**src/rtl/regbus_arb_pkg.sv**
```systemverilog
// Shared types for the register-bus round-robin arbiter: default bus structs, FSM state
// encoding and the data word returned when the watchdog ends an access.
package regbus_arb_pkg;

  typedef struct packed {
    logic [47:0] addr;
    logic        write;
    logic [31:0] wdata;
    logic [3:0]  wstrb;
    logic        valid;
  } reg_a48_d32_req_t;

  typedef struct packed {
    logic [31:0] rdata;
    logic        error;
    logic        ready;
  } reg_a48_d32_rsp_t;

  typedef enum logic [1:0] {
    StIdle,
    StBusy,
    StErr
  } arb_state_e;

  localparam logic [31:0] ArbTimeoutRdata = 32'hDEADBEEF;

endpackage

```
**src/rtl/rr_pick.sv**
```systemverilog
// Round-robin pick: first valid index searching upward from ptr_i + 1, wrapping at NumReq.
module rr_pick #(
  parameter int unsigned NumReq = 4,
  parameter int unsigned IdxW   = $clog2(NumReq)
) (
  input  logic [NumReq-1:0] valid_i,
  input  logic [IdxW-1:0]   ptr_i,
  output logic [IdxW-1:0]   idx_o,
  output logic              any_o
);

  always_comb begin
    int unsigned cand;
    cand  = 0;
    idx_o = '0;
    any_o = 1'b0;
    // Offsets 1..NumReq visit every index once, the last being ptr_i itself.
    for (int unsigned off = 1; off <= NumReq; off++) begin
      cand = (32'(ptr_i) + off) % NumReq;
      if (!any_o && valid_i[cand[IdxW-1:0]]) begin
        any_o = 1'b1;
        idx_o = cand[IdxW-1:0];
      end
    end
  end

endmodule

```
**src/rtl/regbus_rr_arbiter.sv**
```systemverilog
// Round-robin arbiter sharing one register-bus target among NumReq requesters.
// Define REGBUS_ARB_TIMEOUT_EN to add a watchdog that terminates accesses the target never ends.
module regbus_rr_arbiter
  import regbus_arb_pkg::*;
#(
  parameter int unsigned NumReq        = 4,
  parameter int unsigned AddrWidth     = 48,
  parameter int unsigned DataWidth     = 32,
  parameter int unsigned TimeoutCycles = 1024,
  parameter type         req_t         = reg_a48_d32_req_t,
  parameter type         rsp_t         = reg_a48_d32_rsp_t
) (
  input  logic                      clk_i,
  input  logic                      rst_i,
  input  req_t                      req_i [NumReq],
  output rsp_t                      rsp_o [NumReq],
  output req_t                      req_o,
  input  rsp_t                      rsp_i,
  output logic                      busy_o,
  output logic [$clog2(NumReq)-1:0] gnt_idx_o,
  output logic                      timeout_o
);

  localparam int unsigned IdxW = $clog2(NumReq);

  if (NumReq < 2 || TimeoutCycles < 2 || $bits(req_o.addr) != AddrWidth ||
      $bits(rsp_i.rdata) != DataWidth) begin : gen_bad_param
    $error("regbus_rr_arbiter: unsupported parameterisation");
  end

  arb_state_e        state_q, state_d;
  logic [IdxW-1:0]   idx_q, idx_d, ptr_q, ptr_d, pick_idx;
  logic [NumReq-1:0] valid_vec;
  logic              pick_any;

`ifdef REGBUS_ARB_TIMEOUT_EN
  localparam int unsigned     CntW   = $clog2(TimeoutCycles);
  localparam logic [CntW-1:0] CntMax = CntW'(TimeoutCycles - 1);
  logic [CntW-1:0] cnt_q, cnt_d;
`endif

  always_comb begin
    for (int unsigned k = 0; k < NumReq; k++) valid_vec[k] = req_i[k].valid;
  end

  rr_pick #(
    .NumReq (NumReq),
    .IdxW   (IdxW)
  ) u_rr_pick (
    .valid_i (valid_vec),
    .ptr_i   (ptr_q),
    .idx_o   (pick_idx),
    .any_o   (pick_any)
  );

  always_comb begin
    state_d = state_q;
    idx_d   = idx_q;
    ptr_d   = ptr_q;
`ifdef REGBUS_ARB_TIMEOUT_EN
    cnt_d   = cnt_q;
`endif
    req_o   = '0;
    for (int unsigned k = 0; k < NumReq; k++) rsp_o[k] = '0;
    case (state_q)
      StIdle: begin
        if (pick_any) begin
          idx_d   = pick_idx;
          state_d = StBusy;
`ifdef REGBUS_ARB_TIMEOUT_EN
          cnt_d   = '0;
`endif
        end
      end
      StBusy: begin
        req_o = req_i[idx_q];
        if (rsp_i.ready) begin
          rsp_o[idx_q] = rsp_i;
          ptr_d        = idx_q;
          state_d      = StIdle;
        end else if (!req_i[idx_q].valid) begin
          // Requester abandoned the access: release without a response.
          ptr_d   = idx_q;
          state_d = StIdle;
`ifdef REGBUS_ARB_TIMEOUT_EN
        end else if (cnt_q == CntMax) begin
          state_d = StErr;
        end else begin
          cnt_d = cnt_q + 1'b1;
`endif
        end
      end
`ifdef REGBUS_ARB_TIMEOUT_EN
      StErr: begin
        rsp_o[idx_q].ready = 1'b1;
        rsp_o[idx_q].error = 1'b1;
        rsp_o[idx_q].rdata = DataWidth'(ArbTimeoutRdata);
        ptr_d              = idx_q;
        state_d            = StIdle;
      end
`endif
      default: state_d = StIdle;
    endcase
  end

  always_ff @(posedge clk_i) begin
    if (rst_i) begin
      state_q <= StIdle;
      idx_q   <= '0;
      ptr_q   <= IdxW'(NumReq - 1);
`ifdef REGBUS_ARB_TIMEOUT_EN
      cnt_q   <= '0;
`endif
    end else begin
      state_q <= state_d;
      idx_q   <= idx_d;
      ptr_q   <= ptr_d;
`ifdef REGBUS_ARB_TIMEOUT_EN
      cnt_q   <= cnt_d;
`endif
    end
  end

  assign busy_o    = (state_q != StIdle);
  assign gnt_idx_o = idx_q;
`ifdef REGBUS_ARB_TIMEOUT_EN
  assign timeout_o = (state_q == StErr);
`else
  assign timeout_o = 1'b0;
`endif

endmodule

```
**config.mk**
```make
export PLATFORM = sky130hd
export DESIGN_NAME = regbus_rr_arbiter
export DESIGN_NICKNAME = d
export VERILOG_FILES = /design/src/rtl/regbus_arb_pkg.sv /design/src/rtl/rr_pick.sv /design/src/rtl/regbus_rr_arbiter.sv
export SDC_FILE = /design/constraint.sdc
export NUM_CORES = 1
export LEC_CHECK = 0
export CAP_MARGIN = 20
export CORE_AREA = 2 2 235 237
export CTS_CLUSTER_DIAMETER = 40
export DETAILED_ROUTE_END_ITERATION = 10
export DIE_AREA = 0 0 237 239
export GPL_TIMING_DRIVEN = 0
export HOLD_SLACK_MARGIN = 0.08
export MAX_ROUTING_LAYER = met4
export PLACE_DENSITY = 0.33
export SYNTH_ARGS = -nofsm -noshare
export SYNTH_HDL_FRONTEND = slang
export SYNTH_SLANG_ARGS = --single-unit
```
**constraint.sdc**
```tcl
create_clock -name clk_i -period 2.59 [get_ports clk_i]
set_input_delay 0.259 -clock clk_i [delete_from_list [all_inputs] [get_ports clk_i]]
set_output_delay 0.259 -clock clk_i [all_outputs]
set_load 0.02 [all_outputs]
```
==> flow_summary.ini, run 1 <==
[status]
status = finished clean

[route]
viasPerCell = 3.39
drt_iter0_drc = 92
ant_nets = 0
first_pass_iters = 4
routed_wl_um = 33500
drc_errors = 0
wire_per_inst_um = 19.5
dr_total_vias = 5819

[clock_tree]
cts_sinks = 5
cts-buffers-inserted = 3
cts_tree = built
cts-root-buf = clkbuf_16
clk_latency_ns = 0.23
cts.path.max_buffers = 2
htreeDepth = 1
clk_pin_slew_ns = 0.03
postCtsHoldBufs = 0

[final_layout]
finalInstanceArea_um2 = 11200
nNetsFinal = 1392
register_area_um2 = 105
multiInputGateArea_um2 = 3550
fill_cells = 5962
fin_util_pct = 20.6
stdcell_count = 1716
area_growth_pct = 190
drive_above_1_share_pct = 14.5

[global_route]
antenna_found_initial = 1
grt_max_degree = 11
overflow = 0
grt_pass1_wl_um = 46000
grt.total_usage_pct = 11.4
grt_pass1_vias = 6494

[pwr]
pwr-share-comb_pct = 85.9
power_density_nw_per_um2 = 232
total_power_mw = 2.60
irDropWorstVdd_uv = 153
pwr-share-clk_pct = 10.1
internal_power_mw = 1.63
switching_share_pct = 37.3
sequentialPowerShare_pct = 4.0
p_switching_mw = 0.970
p_leak_nw = 4.83

[place]
dpl-instance-area_um2 = 10800
hpwl_um = 29200
gp_congestion = 0.783
preCtsSetupSlack_ns = -1.01
dp_cells = 1702
port_buffers = 604

[hold_path]
min_path_type = in -> reg
holdPathStages = 3

[critical_path]
crit_buf_inv = 3
critical-path-top-delay-family = buffers and inverters
r2r_cells = 5
critical_path.startpoint_type = flip-flop
cp_data_arrival_time_ns = 2.24
critPathMaxFanout = 10
crit_chain = buf_12 > buf_8 > mux4_2 > and2_1 > clkdlybuf4s50_1
cpMaxStageDelayCell = clkdlybuf4s50_1
critPathMaxStageDelay_ns = 0.56
crit_cells = 5
path_class = reg -> out
cp.required_ns = 2.33
crit_path_end_kind = output port

[floorplan]
initial_utilization_pct = 7.11
die_h_um = 239
num_rows = 86
die_x_um = 237
core_area_um2 = 54300
die_area_um2 = 56600
ios = 606

[sta]
drv_slew = 0
finalHoldViolations = 0
finClkSkew_ns = 0.00154
period_share_pct = 96.6
fin_crit_ns = 2.50
fmax_ghz = 0.400
fin_ws_ns = 0.0873
setup_tns_ns = 0
setup_viol = 0
grt_setup_unrepaired = yes
timing.hold.ws_ns = 0.523

[logic_synthesis]
yosys-top-cells-area = mux4_2, and2_1, dfxtp_1
syn_area_um2 = 3860
synth_cell_types = 28
synth_largest_area_cell = mux4_2
netlist_instances = 394
synth_area_per_cell_um2 = 9.81
ys.warnings.count = 0
ys_ff_latch = 5
yosysTopAreaCellShare_pct = 49.5
synth_nets = 774
yosysSeqAreaShare_pct = 2.59

[run]
maxCapViolations = 0
## layout by cell type (no fill, tap or decap), drive strengths merged
| cell | count |
|---|---|
| nor2b | 2 |
| nand3 | 2 |
| dlymetal6s2s | 47 |
| nor2 | 7 |
| a221o | 1 |
| a31oi | 1 |
| diode | 1 |
| buf | 28 |
| inv | 4 |
| a211oi | 5 |
| conb | 1 |
| a211o | 1 |
| clkbuf | 28 |
| nor3 | 3 |
| nand2 | 3 |
| mux4 | 85 |
| dlygate4sd2 | 50 |
| o21ai | 2 |
| mux2 | 2 |
| nand3b | 2 |
| o211ai | 1 |
| o221ai | 2 |
| mux2i | 1 |
| dfxtp | 5 |
| clkinvlp | 1 |
| clkdlybuf4s50 | 505 |
| clkdlybuf4s15 | 2 |
| a21oi | 1 |
| nand2b | 1 |
| and2 | 218 |
## Yosys cell counts (all sizes together)
cell type	instances
nor2b	2
o221ai	2
a31oi	1
mux2	2
a211o	1
inv	5
clkbuf	21
mux4	85
buf	22
o211ai	1
and2	218
nand3b	2
nand3	2
nor2	7
conb	1
mux2i	1
nand2	3
nand2b	1
a21oi	1
a211oi	5
nor3	3
dfxtp	5
a221o	1
o21ai	2
## routing by layer
metal / vias up / share of wire [%] / track usage [%]
met5: - / 0 / -
met1: 2760 / 39 / 12.5
li1: 2681 / - / -
met4: 0 / 0.83 / 1.23
met3: 16 / 7.7 / 2.76
met2: 362 / 53 / 21.6
## final cells by class
class,instances,share of cell area (%)
antenna,1,0.0224
buffer,43,3.28
clock buffer,4,0.704
inverter,5,0.201
multi-input combinational,341,31.8
sequential,5,0.939
tap,704,7.87
timing repair buffer,613,55.2
## timing repair
action                                  in CTS  in global routing
setup buffers                                7                  2
pin swaps                                    3                  1
gates cloned                                 0                  0
resized for setup                          101                 70
endpoints found under the setup margin     222                108
## worst min-delay path: cells and delay by family
family / cells / cell delay (ns)
compound gates: 1 / 0.12
buf+inv: 1 / 0.27
simple gates: 1 / 0.07
## logic make-up after synthesis
family | Yosys count | share of synthesized area, %
and+or+nand+nor | 238 | 38.1
other | 1 | 0.0971
AOI/OAI and AO/OA | 14 | 2.66
DFF | 5 | 2.59
buffers and inverters | 48 | 6.12
muxes | 88 | 50.5
## power by group through the flow
stage	Clock, mW	Combinational (mW)	Sequential, mW
after floorplan	0	0.986	0.103
after global placement	0	2.24	0.105
after detailed placement	0	2.24	0.105
after CTS	0.266	2.27	0.107
after global routing	0.274	2.38	0.109
final	0.262	2.23	0.105
## path summary, 6_finish.rpt
path / start / endpoint / slack [ns]
setup / recovery: gnt_idx_o[0] / req_o[75] / 0.09
setup reg to reg: gnt_idx_o[0] / ptr_q[0] / 0.96
hold reg to reg: ptr_q[0] / ptr_q[0] / 0.56
hold / removal: rsp_i[0] / ptr_q[1] / 0.52
## sequential cells by signal, summed over array words and instances (netlist names)
name and cells:
ptr_q 2, state_q 1, gnt_idx_o 2
No activity file was read; power rests on OpenSTA's default activity.
==> inputs of run 2 (changes only) <==
--- a/config.mk
+++ b/config.mk
@@ -5,7 +5,7 @@
 export SDC_FILE = /design/constraint.sdc
 export NUM_CORES = 1
 export LEC_CHECK = 0
-export CAP_MARGIN = 20
+export CAP_MARGIN = 10
 export CORE_AREA = 2 2 235 237
 export CTS_CLUSTER_DIAMETER = 40
 export DETAILED_ROUTE_END_ITERATION = 10
@@ -14,6 +14,7 @@
 export HOLD_SLACK_MARGIN = 0.08
 export MAX_ROUTING_LAYER = met4
 export PLACE_DENSITY = 0.33
+export SKIP_CTS_REPAIR_TIMING = 1
 export SYNTH_ARGS = -nofsm -noshare
 export SYNTH_HDL_FRONTEND = slang
 export SYNTH_SLANG_ARGS = --single-unit
==> flow_summary.ini, run 2 (same netlist as run 1, synthesis figures left out) <==
[route]
wire_per_inst_um = 19.5
routed_wl_um = 33400
viasPerCell = 3.41
drt_iter0_drc = 82
ant_nets = 0
first_pass_iters = 4
dr_total_vias = 5853
drc_errors = 0

[sta]
fin_crit_ns = 2.59
period_share_pct = 99.9
setup_tns_ns = 0
fmax_ghz = 0.386
timing.hold.ws_ns = 0.557
finClkSkew_ns = 0.00164
finalHoldViolations = 0
setup_viol = 0
grt_setup_unrepaired = yes
drv_slew = 0

[global_route]
grt_pass1_vias = 6447
antenna_found_initial = 1
grt_max_degree = 11
grt_pass1_wl_um = 45900
overflow = 0
grt.total_usage_pct = 11.4

[floorplan]
die_area_um2 = 56600
ios = 606
num_rows = 86
initial_utilization_pct = 7.11
core_area_um2 = 54300
die_h_um = 239
die_x_um = 237

[place]
hpwl_um = 29200
dpl-instance-area_um2 = 10800
port_buffers = 604
gp_congestion = 0.783
dp_cells = 1702

[critical_path]
crit_buf_inv = 3
cp_data_arrival_time_ns = 2.33
critical_path.startpoint_type = flip-flop
r2r_start = gnt_idx_o[0]
critical-path-top-delay-family = buffers and inverters
critPathMaxFanout = 10
cpMaxStageDelayCell = clkdlybuf4s50_1
reg2reg_slack_ns = 0.98
r2r_cells = 5
cp.required_ns = 2.33
crit_chain = buf_8 > buf_6 > mux4_2 > and2_1 > clkdlybuf4s50_1
crit_path_end_kind = output port
critPathMaxStageDelay_ns = 0.56
path_class = reg -> out
r2r-end = ptr_q[0]

[clock_tree]
cts_tree = built
htreeDepth = 1
clk_pin_slew_ns = 0.03
cts-root-buf = clkbuf_16
clk_latency_ns = 0.23
cts-buffers-inserted = 3
cts.path.max_buffers = 2
cts_sinks = 5

[hold_path]
min_to = ptr_q[0]
holdPathStages = 1
min_from = ptr_q[0]
min_path_type = reg -> reg

[final_layout]
finalInstanceArea_um2 = 11200
area_growth_pct = 191
final_cell_mix = clkdlybuf4s50_1, and2_1, mux4_2
multiInputGateArea_um2 = 3550
register_area_um2 = 105
drive_above_1_share_pct = 14.4
nNetsFinal = 1392
final_common_cell = clkdlybuf4s50_1
fill_cells = 5941
stdcell_count = 1717

[status]
status = finished clean

[pwr]
total_power_mw = 2.59
power_density_nw_per_um2 = 231
p_leak_nw = 4.91
irDropWorstVdd_uv = 151

[run]
maxCapViolations = 0
[run 2: cell count changes in the layout (fill, tap and decap cells not counted), sizes merged]
| cell | previous run | this run |
|---|---|---|
| dlygate4sd2 | 50 | 0 |
| clkdlybuf4s50 | 505 | 543 |
| dlymetal6s2s | 47 | 61 |
| buf | 28 | 31 |
| clkbuf | 28 | 25 |
| clkdlybuf4s15 | 2 | 0 |
| diode | 1 | 2 |
[run 2: where the power goes]
| group | leakage, nW | switching, mW | internal, mW |
|---|---|---|---|
| Sequential | 0.0424 | 0.0172 | 0.0874 |
| Combinational | 4.83 | 0.891 | 1.33 |
| Clock | 0.0382 | 0.0568 | 0.205 |
[run 2: final cells by class]
| cell class | count | share of cell area (%) |
|---|---|---|
| repair buffers | 613 | 55.9 |
| multi-input cells | 341 | 31.7 |
| well taps | 704 | 7.85 |
| plain buffers | 43 | 2.66 |
| flip-flops and latches | 5 | 0.936 |
| clock buffers | 4 | 0.702 |
| inverters | 5 | 0.201 |
| diodes | 2 | 0.0446 |
[run 2: routing by layer]
metal | vias up | part of all wire, % | GRT usage (%)
li1 | 2683 | - | -
met1 | 2803 | 38 | 12.5
met2 | 354 | 53 | 21.5
met3 | 13 | 7.9 | 2.75
met4 | 0 | 0.71 | 1.11
met5 | - | 0 | -
[run 2: worst register-to-register path, stage by stage (launching register included)]
cell and delay, ns:
dfxtp_1 0.36, buf_4 0.30, mux2_2 0.38, nand2_1 0.08, nand3b_1 0.08, a221o_1 0.29
[run 2: worst max-delay path by stage]
| stage | from | to | cells past startpoint |
|---|---|---|---|
| final | gnt_idx_o[0] | req_o[81] | 5 |
| after global routing | gnt_idx_o[0] | req_o[55] | 5 |
| after CTS | rsp_i[0] | rsp_o[111] | 6 |
| after detailed placement | rsp_i[0] | rsp_o[111] | 6 |
| after global placement | rsp_i[0] | rsp_o[111] | 6 |
| after floorplan | gnt_idx_o[0] | req_o[78] | 4 |
[run 2: per-stage QoR]
step | worst slack, ns | utilization [%]
global placement | -0.971 | 19.9
floorplan | 0.708 | -
CTS | -1.01 | 20.0
finish | 0.00228 | 20.7
detailed placement | -1.01 | 19.9
global route | -0.111 | 20.7
